### src/rtl/cram_prog_ctrl_if.sv
// cram_prog_ctrl_if: command/response handshake between the configuration loader and the CRAM sequencer
interface cram_prog_ctrl_if;
    logic       cmd_valid;
    logic       cmd_ready;
    logic [1:0] cmd_op;
    logic [3:0] cmd_row;
    logic [3:0] cmd_data;
    logic       rsp_valid;
    logic [3:0] rsp_data;
    logic       rsp_err;
    modport master (output cmd_valid, cmd_op, cmd_row, cmd_data,
                    input  cmd_ready, rsp_valid, rsp_data, rsp_err);
    modport slave  (input  cmd_valid, cmd_op, cmd_row, cmd_data,
                    output cmd_ready, rsp_valid, rsp_data, rsp_err);
endinterface

### src/rtl/cram_prog_ctrl.sv
// cram_prog_ctrl: write/read/clear sequencer for one 16x4 configuration-RAM tile
module cram_prog_ctrl #(
    parameter int SETUP_CYC = 2,
    parameter int WL_CYC    = 4,
    parameter int HOLD_CYC  = 2,
    parameter int CLR_CYC   = 8
) (
    input  logic                   clk,
    input  logic                   reset_b,
    cram_prog_ctrl_if.slave        cmd,
    output logic                   busy,
    output logic                   prog,
    output logic [15:0]            wl,
    output logic [15:0]            pgate,
    output logic [15:0]            cram_reset_b,
    output logic [15:0]            vdd_cntl,
    output logic [3:0]             bl_out,
    output logic                   bl_oe,
    input  logic [3:0]             bl_in
);
    typedef enum logic [2:0] {IDLE, SETUP, WL_ON, HOLD, CLR, DONE} state_t;
    state_t     state;
    logic [3:0] cnt;
    logic [3:0] row_q;
    logic       rd;
    logic       powered;
    always_ff @(posedge clk or negedge reset_b)
        if (!reset_b) begin
            state         <= IDLE;
            cnt           <= '0;
            row_q         <= '0;
            rd            <= 1'b0;
            powered       <= 1'b0;
            cmd.cmd_ready <= 1'b0;
            cmd.rsp_valid <= 1'b0;
            cmd.rsp_data  <= '0;
            cmd.rsp_err   <= 1'b0;
            busy          <= 1'b0;
            prog          <= 1'b0;
            wl            <= '0;
            pgate         <= '0;
            cram_reset_b  <= 16'hFFFF;
            vdd_cntl      <= 16'hFFFF;
            bl_out        <= '0;
            bl_oe         <= 1'b0;
        end else begin
            cmd.rsp_valid <= 1'b0;
            case (state)
                IDLE:
                    if (cmd.cmd_valid && cmd.cmd_ready) begin
                        cmd.cmd_ready <= 1'b0;
                        busy          <= 1'b1;
                        row_q         <= cmd.cmd_row;
                        rd            <= cmd.cmd_op == 2'b01;
                        if (cmd.cmd_op == 2'b10) begin
                            state        <= CLR;
                            cnt          <= 4'(CLR_CYC - 1);
                            powered      <= 1'b1;
                            vdd_cntl     <= 16'h0000;
                            prog         <= 1'b1;
                            cram_reset_b <= 16'h0000;
                        end else if (cmd.cmd_op == 2'b11 || !powered) begin
                            // rejected commands skip straight to a one-cycle error response
                            state         <= DONE;
                            cmd.rsp_valid <= 1'b1;
                            cmd.rsp_err   <= 1'b1;
                        end else begin
                            state  <= SETUP;
                            cnt    <= 4'(SETUP_CYC - 1);
                            prog   <= 1'b1;
                            bl_oe  <= cmd.cmd_op == 2'b00;
                            bl_out <= cmd.cmd_data;
                        end
                    end else
                        cmd.cmd_ready <= 1'b1;
                SETUP:
                    if (cnt == 4'd0) begin
                        state <= WL_ON;
                        cnt   <= 4'(WL_CYC - 1);
                        wl    <= 16'd1 << row_q;
                        pgate <= rd ? 16'd0 : 16'd1 << row_q;
                    end else
                        cnt <= cnt - 4'd1;
                WL_ON:
                    if (cnt == 4'd0) begin
                        state <= HOLD;
                        cnt   <= 4'(HOLD_CYC - 1);
                        wl    <= '0;
                        pgate <= '0;
                        if (rd) cmd.rsp_data <= bl_in;
                    end else
                        cnt <= cnt - 4'd1;
                HOLD:
                    if (cnt == 4'd0) begin
                        state         <= DONE;
                        prog          <= 1'b0;
                        bl_oe         <= 1'b0;
                        cmd.rsp_valid <= 1'b1;
                        cmd.rsp_err   <= 1'b0;
                    end else
                        cnt <= cnt - 4'd1;
                CLR:
                    if (cnt == 4'd0) begin
                        state         <= DONE;
                        prog          <= 1'b0;
                        cram_reset_b  <= 16'hFFFF;
                        cmd.rsp_valid <= 1'b1;
                        cmd.rsp_err   <= 1'b0;
                    end else
                        cnt <= cnt - 4'd1;
                DONE: begin
                    state         <= IDLE;
                    busy          <= 1'b0;
                    cmd.cmd_ready <= 1'b1;
                end
                default: state <= IDLE;
            endcase
        end
endmodule

### src/flat_wrapper.sv
// flat-port wrapper written by rule: the top's interface ports become plain ports
module cram_prog_ctrl_flat 
#(
    parameter int SETUP_CYC = 2,
    parameter int WL_CYC    = 4,
    parameter int HOLD_CYC  = 2,
    parameter int CLR_CYC   = 8
)
  (clk, reset_b, busy, prog, wl, pgate, cram_reset_b, vdd_cntl, bl_out, bl_oe, bl_in, cmd_cmd_valid, cmd_cmd_op, cmd_cmd_row, cmd_cmd_data, cmd_cmd_ready, cmd_rsp_valid, cmd_rsp_data, cmd_rsp_err);
  cram_prog_ctrl_if cmd_i ();
  input  logic clk;
  input  logic reset_b;
  output logic busy;
  output logic prog;
  output logic [15:0] wl;
  output logic [15:0] pgate;
  output logic [15:0] cram_reset_b;
  output logic [15:0] vdd_cntl;
  output logic [3:0] bl_out;
  output logic bl_oe;
  input  logic [3:0] bl_in;
  input wire logic [$bits(cmd_i.cmd_valid)-1:0] cmd_cmd_valid;
  input wire logic [$bits(cmd_i.cmd_op)-1:0] cmd_cmd_op;
  input wire logic [$bits(cmd_i.cmd_row)-1:0] cmd_cmd_row;
  input wire logic [$bits(cmd_i.cmd_data)-1:0] cmd_cmd_data;
  output wire logic [$bits(cmd_i.cmd_ready)-1:0] cmd_cmd_ready;
  output wire logic [$bits(cmd_i.rsp_valid)-1:0] cmd_rsp_valid;
  output wire logic [$bits(cmd_i.rsp_data)-1:0] cmd_rsp_data;
  output wire logic [$bits(cmd_i.rsp_err)-1:0] cmd_rsp_err;
  assign cmd_i.cmd_valid = cmd_cmd_valid;
  assign cmd_i.cmd_op = cmd_cmd_op;
  assign cmd_i.cmd_row = cmd_cmd_row;
  assign cmd_i.cmd_data = cmd_cmd_data;
  assign cmd_cmd_ready = cmd_i.cmd_ready;
  assign cmd_rsp_valid = cmd_i.rsp_valid;
  assign cmd_rsp_data = cmd_i.rsp_data;
  assign cmd_rsp_err = cmd_i.rsp_err;
  cram_prog_ctrl #(.SETUP_CYC(SETUP_CYC), .WL_CYC(WL_CYC), .HOLD_CYC(HOLD_CYC), .CLR_CYC(CLR_CYC)) u_core (.clk(clk), .reset_b(reset_b), .cmd(cmd_i), .busy(busy), .prog(prog), .wl(wl), .pgate(pgate), .cram_reset_b(cram_reset_b), .vdd_cntl(vdd_cntl), .bl_out(bl_out), .bl_oe(bl_oe), .bl_in(bl_in));
endmodule
### config.mk
export PLATFORM = sky130hd
export DESIGN_NAME = cram_prog_ctrl_flat
export DESIGN_NICKNAME = d
export VERILOG_FILES = /design/src/rtl/cram_prog_ctrl_if.sv /design/src/rtl/cram_prog_ctrl.sv /design/src/flat_wrapper.sv
export SDC_FILE = /design/constraint.sdc
export NUM_CORES = 1
export LEC_CHECK = 0
export CORE_MARGIN = 2
export CORE_UTILIZATION = 46
export CTS_CLUSTER_SIZE = 30
export DETAILED_ROUTE_END_ITERATION = 7
export PLACE_DENSITY_LB_ADDON = 0.08
export SLEW_MARGIN = 10
export SYNTH_ARGS = -nofsm -noshare
export SYNTH_HDL_FRONTEND = slang
export SYNTH_SLANG_ARGS = --single-unit
export TNS_END_PERCENT = 20
### constraint.sdc
create_clock -name clk -period 2.5 [get_ports clk]
set_input_delay 0.5 -clock clk [delete_from_list [all_inputs] [get_ports clk]]
set_output_delay 0.5 -clock clk [all_outputs]
set_load 0.1 [all_outputs]
==> metrics.txt <==
Rows 28; die outline height 83.6 um; mapped cell area 2910 um^2; startpoint types flop; maximum number of pins on one net before global-route repair 38; synthesis-to-layout area growth 29.6%; commonest non-fill, non-tap cell in the layout buf_4; most frequent cells in the layout buf_4 (86), dfrtp_1 (59), nand2_1 (46); setup repair bufs after CTS 0; Port Buf Inserts 94; DRT iter0 DRCs 99; Die ar. 6980 um^2; placeable core area 6030 um^2; reg2reg setup slack 0.50 ns; met2 Usage GRT 30.7%; GRT Residual Overflow 0; gr usage total 18.8%; # DRC 0; post-synthesis sequential area ratio 52.5%; antenna viol nets, final 0; CTS max path bufs 2; Worst-Margin Slew 0.565 ns; Max Slew Vio Count 0; initial core utilization 48.3%; WL/cell 14.8 um; Final Hold Viols 0; layout cells sized above 1 32.1%; GR peak layer met2; RD Place Congestion 0.835; Final nets 378; root buffer cell clkbuf_8; num ports 95; CTS Hold Bufs 0; dpl cell area 3540 um^2; WP data required 2.77 ns; Post-DP HPWL 4720 um; min Tclk post-route 2.00 ns; final setup fails 0; RSZ-0062 raised after global routing no; First-pass DRT Iterations 5; Via Count 2,300; Synth Net Count 308; final WL 6520 um; initial antenna violation count 0; Post-CTS Resized 0; Yosys top cell by area dfrtp_1; Worst setup EP type flop; Reg clk slew, reported paths 0.07 ns; Hold WC Path Type in2async; # clock sinks 61; CTS Buf Count 9; syn_area_per_cell 10.1 um^2; number of antenna diodes 0; fin crit share 80.2%; status finished, final reports clean; first-pass GRT wire length 10,600 um; Synth top area share 50.7%; endpoint arrival time on the critical path 2.28 ns; GRT met3 Usage 6.23%; Synth area leaders dfrtp_1 (51%), buf_4 (7.7%), o21ai_0 (6.0%), nand2_1 (5.9%), a22o_1 (3.6%); Fin Clk Skew 0.0114 ns; Max-slew headroom 62.3%; FF+latch count, synth 61; design area 3770 um^2; Max Cap Viol 0; die width 83.6 um; setup TNS 0 ns; cells after synthesis 289; kind of critical path reg2reg; CTS tree yes; vias per cell 5.24; crit-path max FO 4; fmax 499 MHz; met1 Track Usage GR 24.2%; clock latency on the worst-skew pair 0.34 ns; synth unique cells 41; Synth Warn # 0; H-tree Lvls 3; number of global-route vias before repair 2,103
## stage by stage
step / setup WS [ns] / util (%) / hold slack [ns] / std cells
after CTS: 0.459 / 62.6 / 0.157 / 439
after global routing: 0.268 / 62.6 / 0.186 / 439
after global placement: 0.291 / 58.7 / 0.454 / 423
after floorplan: 0.324 / - / 0.204 / 289
after detailed placement: 0.239 / 58.7 / 0.455 / 423
final: 0.496 / 62.6 / 0.148 / 439
## final cells by class
class,instances,area [um^2]
Fill cell,540,2250
Sequential cell,61,1530
Multi-Input combinational cell,180,1080
Timing Repair Buffer,103,821
Clock buffer,10,128
Clock inverter,6,111
Tap cell,75,93.8
Inverter,4,15.0
## synthesized netlist by cell type (all sizes together)
master / count
nor3: 4
nor4bb: 1
a221o: 1
o211a: 2
o2bb2ai: 1
o311ai: 1
and3: 1
buf: 36
a21o: 2
o22a: 2
o22ai: 2
nor2b: 4
o211ai: 1
nand3: 4
clkbuf: 8
a31oi: 2
inv: 4
nor4b: 1
or3b: 1
nand3b: 4
a221oi: 1
dfstp: 2
mux2: 8
nor2: 10
ha: 2
and2: 2
a21oi: 10
nand2b: 7
dfrtp: 59
nand2: 46
or3: 1
or2: 2
nor3b: 4
a32o: 3
o21ai: 35
xnor2: 1
a22o: 12
o21bai: 2
## worst max-delay path: stages (launching register included)
cell	delay, ns
dfrtp_1	0.40
inv_1	0.09
ha_1	0.17
nor3b_1	0.27
and3_1	0.25
nand2b_1	0.12
nor3_1	0.41
a32o_1	0.23
## kinds of logic after synthesis
kind of cell / count (synthesis) / synth area share [%]
adders and majority gates: 2 / 0.859
DFF: 61 / 52.5
muxes: 8 / 3.09
xor gates and xnor gates: 1 / 0.301
buffers and inverters: 48 / 10.5
and+or+nand+nor: 92 / 15.4
AOI/OAI and AO/OA: 77 / 17.3
## worst paths after layout
| check | startpoint | end | cells after the start |
|---|---|---|---|
| max reg2reg | u_core.cnt[0] | u_core.pgate[3] | 7 |
| min | reset_b | u_core.wl[14] | 1 |
| max | u_core.cnt[0] | u_core.pgate[3] | 7 |
| max in group asynchronous | reset_b | u_core.vdd_cntl[14] | 2 |
| min reg2reg | u_core.powered | u_core.powered | 1 |
| min in group clk | u_core.powered | u_core.powered | 1 |
## layer usage
layer	up-vias	wire length, um
met3	4	391
met4	0	44
li1	1120	-
met1	1116	2720
met2	60	3360
met5	-	0
## flip-flops by register name (all words and copies together), names as in the netlist, 3 cells and up
register and flops:
u_core.state 3, u_core.cnt 4, u_core.cmd.rsp_data 4, u_core.row_q 4, u_core.pgate 16, u_core.wl 16
u_core.bl_out 4
Power is left out: the tool's default activity adds up to more than one toggle a clock period on the data nets, which glitch-free logic cannot reach.
